[src/rtl/xbus_pkg.sv]
// xbus_pkg -- shared XBUS definitions.
//   XBUS_NSLAVES        : number of chip-select lines driven by the decoder
//   state_e             : initiator state encoding (IDLE/BUS/RESP)
//   SLV_BASE/SLV_LIMIT  : slave address map, inclusive byte ranges
//   xbus_decode()       : address -> one-hot chip-select, shared with the decoder
package xbus_pkg;

  localparam int XBUS_NSLAVES = 4;

  typedef enum logic [1:0] {
    IDLE = 2'd0,
    BUS  = 2'd1,
    RESP = 2'd2
  } state_e;

  localparam logic [31:0] SLV_BASE  [XBUS_NSLAVES] = '{
    32'h0000_0000, 32'h8000_0000, 32'h9000_0000, 32'hA000_0000
  };
  localparam logic [31:0] SLV_LIMIT [XBUS_NSLAVES] = '{
    32'h0000_FFFF, 32'h8000_FFFF, 32'h9000_FFFF, 32'hAFFF_FFFF
  };

  function automatic logic [XBUS_NSLAVES-1:0] xbus_decode(input logic [31:0] addr);
    logic [XBUS_NSLAVES-1:0] cs;
    cs = '0;
    for (int i = 0; i < XBUS_NSLAVES; i++) begin
      cs[i] = (addr >= SLV_BASE[i]) && (addr <= SLV_LIMIT[i]);
    end
    return cs;
  endfunction

endpackage

[src/rtl/xbus_watchdog.sv]
// xbus_watchdog -- BUS-state cycle counter with expiry flag.
//   clk, rst : clock, asynchronous active-high reset
//   clr      : restart the count (asserted when a transaction is accepted)
//   inc      : one BUS cycle elapsed without acknowledge
//   expired  : this cycle's increment brings the count to TIMEOUT
module xbus_watchdog
  import xbus_pkg::*;
#(
  parameter int TIMEOUT = 255
) (
  input  logic clk,
  input  logic rst,
  input  logic clr,
  input  logic inc,
  output logic expired
);

  localparam int CNT_W = $clog2(TIMEOUT + 1);

  logic [CNT_W-1:0] cnt;

  always_ff @(posedge clk or posedge rst) begin
    if (rst) begin
      cnt <= '0;
    end else if (clr) begin
      cnt <= '0;
    end else if (inc) begin
      cnt <= cnt + 1'b1;
    end
  end

  // The transaction leaves BUS on expiry, so the count never wraps.
  assign expired = inc && (cnt == CNT_W'(TIMEOUT - 1));

endmodule

[src/rtl/xbus_master.sv]
// xbus_master -- single-outstanding XBUS initiator.
// Bridges a core load/store request onto XBUS, reports decode misses seen on
// the decoder chip-selects, waits for slave ack and returns data/error.
// Optional build macro: XBUS_TIMEOUT_EN adds an ack watchdog (xbus_watchdog).
// Ports:
//   clk, rst                      : clock, asynchronous active-high reset
//   req_valid/ready/we/addr/wdata/be : core request (held by core until ready)
//   resp_valid/rdata/err          : one-cycle response strobe, no backpressure
//   xbus_as/addr/wdata/we/be      : bus request, stable throughout BUS
//   xbus_cs                       : decoder chip-selects (all-zero = miss)
//   xbus_rdata, xbus_ack          : muxed slave read data / acknowledge
module xbus_master
  import xbus_pkg::*;
#(
  parameter int NSLAVES = XBUS_NSLAVES,
  parameter int TIMEOUT = 255
) (
  input  logic               clk,
  input  logic               rst,
  input  logic               req_valid,
  output logic               req_ready,
  input  logic               req_we,
  input  logic [31:0]        req_addr,
  input  logic [31:0]        req_wdata,
  input  logic [3:0]         req_be,
  output logic               resp_valid,
  output logic [31:0]        resp_rdata,
  output logic               resp_err,
  output logic               xbus_as,
  output logic [31:0]        xbus_addr,
  output logic [31:0]        xbus_wdata,
  output logic               xbus_we,
  output logic [3:0]         xbus_be,
  input  logic [NSLAVES-1:0] xbus_cs,
  input  logic [31:0]        xbus_rdata,
  input  logic               xbus_ack
);

  state_e state, state_nxt;
  logic   load_req;
  logic   done;
  logic   done_err;
  logic   wd_expired;

`ifdef XBUS_TIMEOUT_EN
  xbus_watchdog #(
    .TIMEOUT (TIMEOUT)
  ) u_watchdog (
    .clk     (clk),
    .rst     (rst),
    .clr     (load_req),
    .inc     ((state == BUS) && !xbus_ack),
    .expired (wd_expired)
  );
  logic unused_bits;
  assign unused_bits = ^req_addr[1:0];
`else
  assign wd_expired = 1'b0;
  // TIMEOUT only matters when the watchdog is built in.
  logic unused_bits;
  assign unused_bits = ^req_addr[1:0] ^ (TIMEOUT == 0);
`endif

  always_ff @(posedge clk or posedge rst) begin
    if (rst) begin
      state <= IDLE;
    end else begin
      state <= state_nxt;
    end
  end

  // Strobes come straight from the state so reset drops xbus_as immediately.
  always_comb begin
    state_nxt  = state;
    req_ready  = 1'b0;
    xbus_as    = 1'b0;
    resp_valid = 1'b0;
    load_req   = 1'b0;
    done       = 1'b0;
    done_err   = 1'b0;
    case (state)
      IDLE: begin
        req_ready = 1'b1;
        if (req_valid) begin
          load_req  = 1'b1;
          state_nxt = BUS;
        end
      end
      BUS: begin
        xbus_as = 1'b1;
        // Miss beats ack, ack beats timeout.
        if (xbus_cs == '0) begin
          done     = 1'b1;
          done_err = 1'b1;
        end else if (xbus_ack) begin
          done = 1'b1;
        end else if (wd_expired) begin
          done     = 1'b1;
          done_err = 1'b1;
        end
        if (done) begin
          state_nxt = RESP;
        end
      end
      RESP: begin
        resp_valid = 1'b1;
        state_nxt  = IDLE;
      end
      default: state_nxt = IDLE;
    endcase
  end

  // Request latch and response capture.
  always_ff @(posedge clk or posedge rst) begin
    if (rst) begin
      xbus_addr  <= '0;
      xbus_wdata <= '0;
      xbus_we    <= 1'b0;
      xbus_be    <= '0;
      resp_rdata <= '0;
      resp_err   <= 1'b0;
    end else begin
      if (load_req) begin
        xbus_addr  <= {req_addr[31:2], 2'b00};
        xbus_wdata <= req_wdata;
        xbus_we    <= req_we;
        xbus_be    <= req_be;
      end
      if (done) begin
        resp_err   <= done_err;
        resp_rdata <= (done_err || xbus_we) ? 32'h0 : xbus_rdata;
      end
    end
  end

endmodule

[config.mk]
export PLATFORM = sky130hd
export DESIGN_NAME = xbus_master
export DESIGN_NICKNAME = d
export VERILOG_FILES = /design/src/rtl/xbus_pkg.sv /design/src/rtl/xbus_watchdog.sv /design/src/rtl/xbus_master.sv
export SDC_FILE = /design/constraint.sdc
export NUM_CORES = 1
export LEC_CHECK = 0
export CORE_ASPECT_RATIO = 0.8
export CORE_MARGIN = 2
export CORE_UTILIZATION = 30
export CTS_CLUSTER_DIAMETER = 60
export CTS_CLUSTER_SIZE = 12
export DETAILED_ROUTE_END_ITERATION = 6
export GPL_TIMING_DRIVEN = 0
export PLACE_DENSITY = 0.72
export SYNTH_ARGS = -nofsm -noshare
export SYNTH_HDL_FRONTEND = slang
export SYNTH_HIERARCHICAL = 1
export SYNTH_SLANG_ARGS = --single-unit
export TNS_END_PERCENT = 10
[constraint.sdc]
create_clock -name clk -period 3.7 [get_ports clk]
set_clock_uncertainty 0.15 [all_clocks]
set_input_delay 0.37 -clock clk [delete_from_list [all_inputs] [get_ports clk]]
set_output_delay 0.37 -clock clk [all_outputs]
set_load 0.01 [all_outputs]
; ---- Yosys cells after proc, flatten, opt, wreduce, memory -nomap -nowiden
; Index checks and enable logic that the tools add are counted.
[classes]
n_eq_ne = 4
mux = 15
n_reduce_logical = 4
[ops]
columns = op, n
row1 = $mux 32, 1
row2 = $mux 1, 11
row3 = $logic_not 4->1, 1
row4 = $mux 2, 2
row5 = $ne 2x2->1 const B, 2
row6 = $pmux 2 s2, 1
row7 = $eq 2x1->1 const B, 1
row8 = $eq 2x2->1 const B, 1
row9 = $logic_not 2->1, 1
row10 = $reduce_and 2->1, 1
row11 = $logic_or 1x1->1, 1
[totals]
ff_bits = 102
input_bits = 109
out_inout_bits = 105

; ---- Depth between registers and ports, before layout
[depth]
depth_word = 5
mapped_depth = 6
ltp_nobuf = 4

; ---- Least setup slack after synthesis
; No wires, ideal clock.
[synth_path]
path_kind = register to register
start = register state[0]
end = register xbus_wdata[10]
arrival_time_ns = 1.446
required_time_ns = 3.425
slack_ns = 1.979
stages_incl_launch_ff = 7
synth_period_minus_slack_ns = 1.721
path_cell_list = dfrtp_1 -> nor2_1 -> and2_1 -> buf_2 -> buf_6 -> buf_6 -> mux2_4
[synth_between]
elab_chain_len = 2
[synth_rtl]
columns = element, line_no
row1 = from (decl), xbus_master.sv:39  ; state_e state, state_nxt;
row2 = from (signal assigned), xbus_master.sv:68  ; state <= state_nxt;
row3 = $logic_not 2->1, xbus_master.sv:81  ; case (state)
row4 = $mux 1, xbus_master.sv:81
row5 = to (signal assigned), xbus_master.sv:125  ; xbus_wdata <= req_wdata;
row6 = to (decl), xbus_master.sv:31  ; output logic [31:0] xbus_wdata,
; Every way passes these cells.
; A chain may end at the register's enable or synchronous reset.

; ---- Worst setup path after layout
[layout_path]
start = register state[1]
end = output port xbus_as
[layout_between]
elab_chain_len = 2
[layout_rtl]
columns = element, line_no
row1 = $eq 2x1->1, xbus_master.sv:81
row2 = $mux 1, xbus_master.sv:81
row3 = to (decl), xbus_master.sv:29  ; output logic xbus_as,
; Every way passes these cells.

==> reports/results.ini <==
[outcome]
status=completed

[sta]
maxSlewViolCount=0
rsz0062_at_grt=no
hold_violations=0
worst_pin_slew_ns=0.644
finalCriticalPeriod_ns=2.12
min_period_over_period_pct=57.3
relSlewSlack_pct=57.1
setup_tns_ns=0
fmax_mhz=472
layout_setup_ws_ns=1.58
setup_viol=0

[synthesis]
synth_common_cells=102 x dfrtp_1, 48 x mux2_2, 33 x a22o_1, 19 x mux2_4, 8 x buf_2
synth-compound-area-share_pct=7.62
syn_area_mm2=0.00386
synthXorXnorAreaFrac_pct=0
synthArstFlopShare_pct=100
synth-seq-cells=102
syn-instance-count=232
yosys-top-cells-area=dfrtp_1 66%, mux2_2 14%, a22o_1 7.5%
synth_mux_area_share_pct=21.4
synth_top_area_cell=dfrtp_1
synthAdderAreaFrac_pct=0
ys_types=20
yosys.area_share.simple_pct=1.91
synthFlopType=dfrtp_1
avgSynthCellArea_um2=16.6
synth-seq-area-share_pct=66.1
yosysMostFrequentCell=dfrtp_1
ys_warn_count=6
synth_top_family_by_area=multiplexers
synth_edf_count=0
synth_top_area_share_pct=66.1

[global_routing]
grt_max_degree=54
grt_antenna_before_repair=0
grt_pass1_vias=2926
grt_first_pass_wirelength_um=15000
grt.overflow.total=0
grt_util_all_layers_pct=14.1

[drt]
drt_iter0_drc=60
vias=2790
vias_per_cell=4.40
drt_wl_total_um=9780
routedWlPerCell_um=15.4
drtPass1Iterations=4
drtAntennaViolNets=0
route.detailed.drc=0

[critical_path]
cp-end-kind=primary output
crit_arrival_ns=1.60
rr_worst_depth=6
critPathMaxFanout=4
rr_startpoint=state[0]$_DFFE_PP0P_
critPathKind=register to primary output
startpoint=state[1]$_DFFE_PP0P_
start_kind=register
cp_data_required_time_ns=3.18

[cts]
clkTransAtPathRegs_ns=0.07
cts_tree=built
htreeDepth=3
cts.root.buffer_cell=clkbuf_16
cts_max_path_buffers=2
cts_resized=0
hold_buffers=0
cts_setup_buffers=0
cts_made_buffers=9
cts.sinks=102
clkLatencyLatePin_ns=0.34

[floorplan]
fp.dieW_um=131
initial_core_util_pct=30.3
die_area_mm2=0.0138
die_h_um=105
coreArea_mm2=0.0127
rows=37
io_pins=214

[finish]
fin_nets=563
synthToLayoutAreaGrowth_pct=68.4
diodes=0
drive_gt1_share_pct=22.0
final_area_mm2=0.00650

[power_and_ir_drop]
p_per_area_mw_per_mm2=778
power_leakage_nw=2.78
irDropWorstVdd_uv=393

[placed_design]
place_ws_ns=1.47
post-dp-hpwl_um=7390
placed_cell_area_mm2=0.00621
io_buffers=209
gp_congestion=0.751

[run]
cap_viol_max_count=0

[worst_hold_path]
min_path_type=primary input to asynchronous set/reset pin

## worst max-delay path, cell delays in order (launching register included)
cell             delay, ns
dfrtp_1               0.38
nand2b_1              0.18
inv_1                 0.13
clkdlybuf4s50_1       0.57
## through the flow
| step | hold WS (ns) | instances | util, % | power [mW] |
|---|---|---|---|---|
| after floorplan | 0.360 | 233 | - | 2.83 |
| after global placement | 0.336 | 617 | 48.5 | 4.14 |
| after detailed placement | 0.335 | 618 | 48.7 | 4.18 |
| after CTS | 0.354 | 634 | 51.1 | 5.13 |
| after global routing | 0.365 | 634 | 51.1 | 5.35 |
| final | 0.333 | 634 | 51.1 | 5.06 |
## metal layers
metal | share of wire, % | GRT usage, % | vias up
li1 | - | - | 1276
met5 | 0 | 0 | -
met3 | 7.4 | 4.26 | 13
met2 | 46 | 22.0 | 118
met4 | 1.6 | 4.56 | 0
met1 | 45 | 18.7 | 1383
## where the power goes
part	leakage (nW)	internal [mW]	switching [mW]
clock network	0.142	0.499	0.420
registers	1.24	1.63	0.282
logic	1.40	1.45	0.780
total	2.78	3.58	1.48
## logic make-up (layout without fill, tap and decap cells)
family          count (synthesis)  in the layout
compound gates                 34             34
other cells                     1              2
mux                            67             67
simple gates                    9              9
buf+inv                        19            245
flops                         102            102
## worst paths after layout
check	to	slack, ns
worst max-delay path	xbus_as	1.58
worst min-delay path	xbus_addr[25]$_DFFE_PP0P_	0.33
worst max register to register	xbus_wdata[2]$_DFFE_PP0P_	1.91
worst min register to register	resp_rdata[28]$_DFFE_PP0P_	0.35
max in group asynchronous	resp_rdata[8]$_DFFE_PP0P_	2.39
min in group clk	resp_rdata[28]$_DFFE_PP0P_	0.35
## area by class of cell
class / instances / area [um2]
tap: 175 / 219
clock inverter: 5 / 42.5
multi-input combinational: 112 / 1200
clock buffer: 11 / 253
sequential: 102 / 2550
buffer: 16 / 100
inverter: 3 / 13.8
timing repair buffer: 210 / 2120
fill: 1104 / 6230
## layout by cell type, fill, tap and decap left out
cell type,Yosys,final
or2_2,1,1
clkbuf_1,3,3
inv_6,0,1
clkbuf_16,0,9
nor4_4,1,1
buf_4,2,2
nor4b_2,1,1
nor2_1,1,1
inv_1,3,2
nand2_1,1,1
nor3_1,1,1
a22o_1,33,33
clkbuf_8,0,2
mux2_2,48,48
dfrtp_1,102,102
clkdlybuf4s50_1,0,209
conb_1,1,2
and2_1,1,1
nor2b_1,1,1
buf_2,8,8
mux2_4,19,19
clkinv_4,0,3
inv_4,0,1
buf_16,0,1
clkinvlp_4,0,1
buf_6,3,3
nand2b_1,1,1
o21ai_1,1,1
## sequential cells by signal, summed over array words and instances (netlist names)
name / count
resp_err: 1
xbus_addr: 30
resp_rdata: 32
xbus_wdata: 32
xbus_be: 4
xbus_we: 1
state: 2
Note: power is estimated with default switching activity, not from simulation.
